===== config.mk =====
export PLATFORM = sky130hd
export DESIGN_NAME = hc595_serial_driver
export DESIGN_NICKNAME = d
export VERILOG_FILES = /design/src/rtl/hc595_serial_driver.sv
export SDC_FILE = /design/constraint.sdc
export NUM_CORES = 1
export LEC_CHECK = 0
export CAP_MARGIN = 20
export CORE_MARGIN = 4
export CORE_UTILIZATION = 50
export DETAILED_ROUTE_END_ITERATION = 10
export PLACE_DENSITY = 0.86
export SLEW_MARGIN = 20
export SYNTH_ARGS = -nofsm -noshare
export SYNTH_HDL_FRONTEND = slang
export SYNTH_SLANG_ARGS = --single-unit

===== constraint.sdc =====
create_clock -name CLK -period 2.2 [get_ports CLK]
set_input_delay 0.22 -clock CLK [delete_from_list [all_inputs] [get_ports CLK]]
set_output_delay 0.22 -clock CLK [all_outputs]
set_load 0.005 [all_outputs]

===== src/rtl/hc595_serial_driver.sv =====
// hc595_serial_driver: shifts a byte (raw or 7-seg decoded) MSB-first into
// an SN74HC595 and latches it, with SRCLK/RCLK derived from the system clock.
module hc595_serial_driver #(
  parameter int DIV   = 2,
  parameter int WIDTH = 8
) (
  input  logic             CLK,
  input  logic             RSTbar,
  input  logic [WIDTH-1:0] DIN,
  input  logic             HEX_MODE,
  input  logic             LOAD,
  input  logic             CLEAR,
  input  logic             EN,
  output logic             SER,
  output logic             SRCLK,
  output logic             RCLK,
  output logic             SRCLRbar,
  output logic             OEbar,
  output logic             BUSY,
  output logic             DONE
);

  localparam int CW = (DIV > 1) ? $clog2(DIV) : 1;
  localparam int IW = (WIDTH > 1) ? $clog2(WIDTH) : 1;
  localparam logic [CW-1:0] CLAST = CW'(DIV - 1);
  localparam logic [IW-1:0] ILAST = IW'(WIDTH - 1);

  typedef enum logic [2:0] {
    IDLE, SHIFT_LO, SHIFT_HI, LATCH, CLR, FIN
  } state_t;

  state_t           r_state;
  logic [WIDTH-1:0] r_sreg;
  logic [IW-1:0]    r_idx;
  logic [CW-1:0]    r_cnt;
  logic             r_ser;
  logic             r_srclk;
  logic             r_rclk;
  logic             r_srclrb;
  logic             r_oeb;
  logic             r_busy;
  logic             r_done;

  logic [7:0]       w_seg;
  logic [WIDTH-1:0] w_pat;
  logic             w_last;

  always_comb begin
    w_seg = 8'h00;
    unique case (DIN[3:0])
      4'h0: w_seg = 8'hFC;
      4'h1: w_seg = 8'h60;
      4'h2: w_seg = 8'hDA;
      4'h3: w_seg = 8'hF2;
      4'h4: w_seg = 8'h66;
      4'h5: w_seg = 8'hB6;
      4'h6: w_seg = 8'hBE;
      4'h7: w_seg = 8'hE0;
      4'h8: w_seg = 8'hFE;
      4'h9: w_seg = 8'hE6;
      4'hA: w_seg = 8'hEE;
      4'hB: w_seg = 8'h3E;
      4'hC: w_seg = 8'h9C;
      4'hD: w_seg = 8'h7A;
      4'hE: w_seg = 8'h9E;
      4'hF: w_seg = 8'h8E;
    endcase
  end

  assign w_pat  = HEX_MODE ? WIDTH'(w_seg) : DIN;
  assign w_last = (r_cnt == CLAST);

  always_ff @(posedge CLK or negedge RSTbar) begin
    if (!RSTbar) begin
      r_state  <= IDLE;
      r_sreg   <= '0;
      r_idx    <= '0;
      r_cnt    <= '0;
      r_ser    <= 1'b0;
      r_srclk  <= 1'b0;
      r_rclk   <= 1'b0;
      r_srclrb <= 1'b0;
      r_oeb    <= 1'b1;
      r_busy   <= 1'b0;
      r_done   <= 1'b0;
    end else begin
      r_oeb  <= ~EN;
      r_done <= 1'b0;
      unique case (r_state)
        IDLE: begin
          r_cnt    <= '0;
          r_srclrb <= ~CLEAR;
          if (CLEAR) begin
            r_state <= CLR;
            r_busy  <= 1'b1;
          end else if (LOAD) begin
            r_sreg  <= w_pat;
            r_idx   <= ILAST;
            r_ser   <= w_pat[WIDTH-1];
            r_state <= SHIFT_LO;
            r_busy  <= 1'b1;
          end
        end
        SHIFT_LO: begin
          r_cnt <= w_last ? '0 : r_cnt + 1'b1;
          if (w_last) begin
            r_srclk <= 1'b1;
            r_state <= SHIFT_HI;
          end
        end
        SHIFT_HI: begin
          r_cnt <= w_last ? '0 : r_cnt + 1'b1;
          if (w_last) begin
            r_srclk <= 1'b0;
            if (r_idx == '0) begin
              r_ser   <= 1'b0;
              r_rclk  <= 1'b1;
              r_state <= LATCH;
            end else begin
              r_idx   <= r_idx - 1'b1;
              r_ser   <= r_sreg[r_idx - 1'b1];
              r_state <= SHIFT_LO;
            end
          end
        end
        LATCH: begin
          r_cnt <= w_last ? '0 : r_cnt + 1'b1;
          if (w_last) begin
            r_rclk  <= 1'b0;
            r_done  <= 1'b1;
            r_busy  <= 1'b0;
            r_state <= FIN;
          end
        end
        CLR: begin
          r_cnt <= w_last ? '0 : r_cnt + 1'b1;
          // release the clear before latching so RCLK copies the blanked register
          if (w_last) begin
            r_srclrb <= 1'b1;
            r_rclk   <= 1'b1;
            r_state  <= LATCH;
          end
        end
        FIN: begin
          r_state <= IDLE;
        end
        default: r_state <= IDLE;
      endcase
    end
  end

  assign SER      = r_ser;
  assign SRCLK    = r_srclk;
  assign RCLK     = r_rclk;
  assign SRCLRbar = r_srclrb;
  assign OEbar    = r_oeb;
  assign BUSY     = r_busy;
  assign DONE     = r_done;

endmodule


==> flow_summary.json, run 1 <==
{
  "dr_wl_met3_um": 104,
  "syn-num-nets": 173,
  "irDropWorstVdd_v": 0.000640,
  "synth_area_um2": 1380,
  "critPathArrivalTime_ps": 2080,
  "htree_levels": 1,
  "synth_top_flop_cell": "dfrtp_1",
  "core_um2": 2570,
  "syn2layout_area_growth_pct": 17.5,
  "io-pin-count": 21,
  "fin_setup_tns_ps": 0,
  "max_slew_margin": 0.641,
  "startpoint_type": "register",
  "yosysWarnings": 0,
  "yosysSeqAreaShare": 0.399,
  "path_class": "reg -> reg",
  "port_buffers": 20,
  "critical_path_required_ps": 2410,
  "post-dp-hpwl_um": 2210,
  "grt_max_degree": 23,
  "insertion_delay_ps": 300,
  "multi_input_area_um2": 763,
  "cp-end-kind": "register",
  "antenna_left": 0,
  "postSynth.asyncResetShare": 1.00,
  "worstPathCellList": "inv_1 > ha_1 > mux4_1 > mux2_2 > a211o_1",
  "dr.pass1.iters": 4,
  "num-fill-cells": 213,
  "totalWireLength_um": 2890,
  "rows": 18,
  "syn_inst": 150,
  "place_congestion": 0.822,
  "rsz0062_at_grt": "false",
  "whs_ps": 249,
  "route.top_layer_used": "met4",
  "antennaDiodeCount": 0,
  "timing.final.hold_violations": 0,
  "cts_tree": "yes",
  "place_ws_ps": 319,
  "wl_per_cell_um": 14.6,
  "dr_wl_met2_um": 1570,
  "initial_core_util": 0.538,
  "antenna_found_initial": 0,
  "vias": 1160,
  "met1_length_um": 1180,
  "die_w_um": 60.6,
  "tightestPinTransition_ps": 537,
  "worst-path-max-fanout": 4,
  "vias_per_cell": 5.89,
  "regArea_um2": 552,
  "first_global_vias": 1224,
  "die_h_um": 60.6,
  "clock_skew_ps": 3.89,
  "yosysTopAreaCellShare": 0.380,
  "overflow": 0,
  "yosysTopAreaCell": "dfrtp_1",
  "clockBufferDepth": 2,
  "critPathMaxStageDelay_ps": 480,
  "clkSinkCount": 22,
  "power_leakage_nw": 0.754,
  "synth_cell_types": 39,
  "fin_cells": 197,
  "grt_usage": 0.179,
  "status": "finished, final reports clean",
  "synth_area_leaders": "dfrtp_1 38%, ha_1 8.1%, mux2i_1 5.8%",
  "hold_class": "in -> async",
  "hold_buffers": 0,
  "cts_resized": 0,
  "syn_area_per_cell_um2": 9.22,
  "nNetsFinal": 191,
  "dp.cells": 193,
  "worst_slack_ps": 322,
  "ys_ff_latch": 22,
  "max_clock_freq_mhz": 533,
  "min_period_ps": 1880,
  "crit_slowest_cell": "dfrtp_1",
  "clk_pin_slew_worst_paths_ps": 120,
  "cts_made_buffers": 3,
  "grt_pass1_wl_um": 4970,
  "fin_crit_sh": 0.853,
  "cts_setup_buffers": 0,
  "die_area_um2": 3670,
  "synth-edff-count": 0,
  "root_buffer": "clkbuf_4",
  "power_density_nw_per_um2": 991,
  "finalSetupViolations": 0,
  "drtIter0Drc": 79,
  "drc_errors": 0,
  "drv_cap": 0,
  "drv_slew": 0,
  "drive_above_1_share": 0.0539
}
==> final timing paths <==
check	from	endpoint	slack, ps	cells after the start
min reg2reg	r_sreg[5]	r_sreg[5]	500	2
max reg2reg	r_idx[0]	SER	320	5
max in group asynchronous	RSTbar	OEbar	1670	2
max	r_idx[0]	SER	320	5
min	RSTbar	RCLK	250	2
min in group CLK	EN	OEbar	400	2
==> flip-flops by register name (all words and copies together), names as in the netlist <==
name and flops:
SER 1, SRCLRbar 1, r_sreg 8, r_state 3, OEbar 1, r_idx 3, DONE 1, r_cnt 1
SRCLK 1, RCLK 1, BUSY 1
==> cell usage after synthesis, types with 3 or more instances <==
| cell | count |
|---|---|
| dfrtp_1 | 21 |
| nand2_1 | 15 |
| a21oi_1 | 10 |
| inv_1 | 10 |
| ha_1 | 9 |
| o21ai_0 | 9 |
| o21ai_1 | 9 |
| mux2i_1 | 8 |
| clkbuf_1 | 7 |
| nand2b_1 | 6 |
| nor2_1 | 6 |
| nand3_1 | 4 |
| a21o_1 | 3 |
| o22ai_1 | 3 |
==> per-layer routing <==
metal | vias up | track usage
met5 | - | 0
met4 | 0 | 0.105
met3 | 2 | 0.0255
met2 | 29 | 0.334
met1 | 556 | 0.189
li1 | 573 | -
==> worst max-delay path, delay by kind of cell (launching register included) <==
kind                     cells  cell delay (ps)
multiplexers                 2              560
adder cells (fa/ha/maj)      1              350
AO/OA/AOI/OAI                1              280
buffers and inverters        1              100
flip-flops                   1              480
==> cell type report <==
cell class / instances / share of cell area
tap: 30 / 0.0231
timing repair buffer: 21 / 0.128
inverter: 10 / 0.0231
sequential: 22 / 0.340
clock buffer: 4 / 0.0162
multi-input combinational: 110 / 0.470
==> layout by cell type, fill, tap and decap left out, drive strengths merged, types with 2 or more instances in the layout <==
cell,count
o21a,2
nand2,15
a21o,3
nor3b,2
nand3,5
nor2b,2
nand2b,6
o22ai,3
dfrtp,21
o21ai,18
nor2,6
a31oi,2
a21oi,10
mux4,2
clkbuf,4
ha,9
clkdlybuf4s50,20
inv,10
mux2i,8
==> stage by stage <==
step                utilization  area [um^2]  power [W]
finish                    0.633         1620    0.00161
global route              0.633         1620    0.00174
CTS                       0.633         1620    0.00162
detailed placement        0.622         1600    0.00143
global placement          0.622         1600    0.00138
floorplan                     -         1380    0.00120
==> logic make-up (layout without fill, tap and decap cells) <==
family,count (synthesis),after routing,share of synthesized area
fa+ha+maj,9,9,0.0814
xor+xnor,1,1,0.00634
mux,11,11,0.104
simple gates,41,41,0.148
flops,22,22,0.399
compound gates,48,48,0.213
buf+inv,18,35,0.0489
==> report_power, final <==
part           internal, W  switching [W]
Combinational     0.000364       0.000295
Clock            0.0000706       0.000122
Sequential        0.000564       0.000193
Total             0.000999       0.000610
Note: power is estimated with default switching activity, not from simulation.
==> inputs of run 2 (changes only) <==
- ABC_AREA: default -> 1
- CORE_MARGIN: 4 -> default
- PLACE_DENSITY: 0.86 -> default
- PLACE_DENSITY_LB_ADDON: default -> 0.15
==> flow_summary.json, run 2 <==
{
  "power_density_nw_per_um2": 1200,
  "cts_resized": 0,
  "regMostFlops": "r_sreg",
  "htree_levels": 1,
  "overflow": 0,
  "antenna_left": 0,
  "wl_per_cell_um": 12.2,
  "max_slew_margin": 0.716,
  "tightestPinTransition_ps": 425,
  "cts_made_buffers": 3,
  "cp-end-kind": "register",
  "yosysMostFrequentCell": "nand2_1",
  "crit_slowest_cell": "dfrtp_1",
  "syn-num-nets": 211,
  "vias_per_cell": 5.23,
  "synth_commonest_cells": "42 x nand2_1, 29 x inv_1, 21 x dfrtp_1",
  "io-pin-count": 21,
  "final_util": 0.625,
  "yosysSeqAreaShare": 0.380,
  "clockBufferDepth": 2,
  "path_class": "reg -> reg",
  "drv_cap": 0,
  "syn_inst": 188,
  "root_buffer": "clkbuf_4",
  "hold_buffers": 0,
  "yosysWarnings": 0,
  "critPathMaxStageDelay_ps": 470,
  "initial_core_util": 0.526,
  "path_delay_family": "flip-flops",
  "drive_above_1_share": 0.0957,
  "first_global_vias": 1190,
  "irDropWorstVdd_v": 0.000789,
  "max_clock_freq_mhz": 606,
  "vias": 1255,
  "totalWireLength_um": 2920,
  "largest_register_ffs": 8,
  "rsz0062_at_grt": "false",
  "crit_top_cell": "inv_1",
  "synth-edff-count": 0,
  "postSynth.asyncResetShare": 1.00,
  "rows": 19,
  "critical_path_required_ps": 2390,
  "fin_setup_tns_ps": 0,
  "die_w_um": 55.9,
  "worst-path-max-fanout": 7,
  "fin_crit_sh": 0.750,
  "antennaDiodeCount": 0,
  "die_h_um": 55.9,
  "yosysTopAreaCellShare": 0.362,
  "worstPathCellList": "inv_1 > ha_1 > inv_1 > nor2_1 > o21ai_0 > nand4_2 > nand2_1 > o21ai_1",
  "power_leakage_nw": 0.858,
  "synth_area_um2": 1450,
  "cts_setup_buffers": 0,
  "status": "finished, final reports clean",
  "syn_area_per_cell_um2": 7.72,
  "synth_area_leaders": "dfrtp_1 36%, nand2_1 11%, ha_1 7.8%",
  "drv_slew": 0,
  "yosysTopAreaCell": "dfrtp_1",
  "synth_cell_types": 31,
  "finalSetupViolations": 0,
  "critPathArrivalTime_ps": 1840,
  "mostFrequentLayoutCells": "42 x nand2_1, 29 x inv_1, 21 x dfrtp_1",
  "min_period_ps": 1650,
  "clk_pin_slew_worst_paths_ps": 130,
  "antenna_found_initial": 0,
  "clkSinkCount": 22,
  "die_area_um2": 3120,
  "critPathBufInv": 2,
  "ys_ff_latch": 22,
  "cts_tree": "yes",
  "place_congestion": 0.901,
  "insertion_delay_ps": 310,
  "timing.final.hold_violations": 0,
  "startpoint_type": "register",
  "hold_class": "in -> async",
  "clock_skew_ps": 15.2,
  "nNetsFinal": 233,
  "post-dp-hpwl_um": 2330,
  "synth_top_flop_cell": "dfrtp_1",
  "drc_errors": 0,
  "grt_max_degree": 14,
  "layout_commonest_cell": "nand2_1",
  "drtIter0Drc": 42,
  "reg.largest.list": "r_sreg (8), r_idx (3), r_state (3)",
  "syn2layout_area_growth_pct": 18.8,
  "core_um2": 2760,
  "grt_pass1_wl_um": 5200,
  "dr.pass1.iters": 4,
  "grt_usage": 0.209,
  "port_buffers": 20
}
==> run 2: report_power, final <==
group	switching, W	internal (W)	total (W)
Combinational	0.000599	0.000435	0.00103
Clock	0.000125	0.000184	0.000309
Sequential	0.000137	0.000586	0.000723
==> run 2: final timing paths <==
| path | cells after the start | start | to | slack, ps |
|---|---|---|---|---|
| hold / removal | 1 | RSTbar | SER | 190 |
| max in group asynchronous | 2 | RSTbar | r_sreg[6] | 1460 |
| min in group CLK | 2 | EN | OEbar | 390 |
| setup reg to reg | 8 | r_idx[0] | r_idx[2] | 550 |
| hold reg to reg | 2 | r_idx[1] | r_idx[1] | 510 |
| setup / recovery | 8 | r_idx[0] | r_idx[2] | 550 |
==> run 2: cell families (layout without fill, tap and decap cells) <==
| logic type | count (synthesis) | in the layout | share of synthesized area |
|---|---|---|---|
| fa+ha+maj | 9 | 9 | 0.0776 |
| flops | 22 | 22 | 0.380 |
| compound gates | 43 | 43 | 0.172 |
| simple gates | 77 | 77 | 0.258 |
| xor+xnor | 2 | 2 | 0.0121 |
| buf+inv | 35 | 56 | 0.100 |
==> run 2: through the flow <==
step | total power, W | hold WS, ps | setup WS, ps | cell area (um^2) | std cells
6_report | 0.00207 | 193 | 550 | 1720 | 240
3_5_place_dp | 0.00176 | 479 | 364 | 1670 | 236
3_3_place_gp | 0.00172 | 477 | 435 | 1670 | 236
4_1_cts | 0.00208 | 201 | 549 | 1720 | 240
5_1_grt | 0.00225 | 212 | 364 | 1720 | 240
2_1_floorplan | 0.00146 | -75.6 | 823 | 1450 | 188
==> run 2: area by class of cell <==
type	instances	area (um^2)
timing repair buffer	21	208
multi-input combinational	131	754
clock buffer	3	22.5
fill	249	1030
tap	31	38.8
inverter	31	119
sequential	22	552
clock inverter	1	30.0
==> run 2: per-layer routing <==
metal,vias to the layer above,global-route usage,part of all wire
met5,-,0,0
met3,2,0.0326,0.041
met4,0,0.0523,0.0079
met2,32,0.332,0.46
li1,651,-,-
met1,570,0.299,0.50
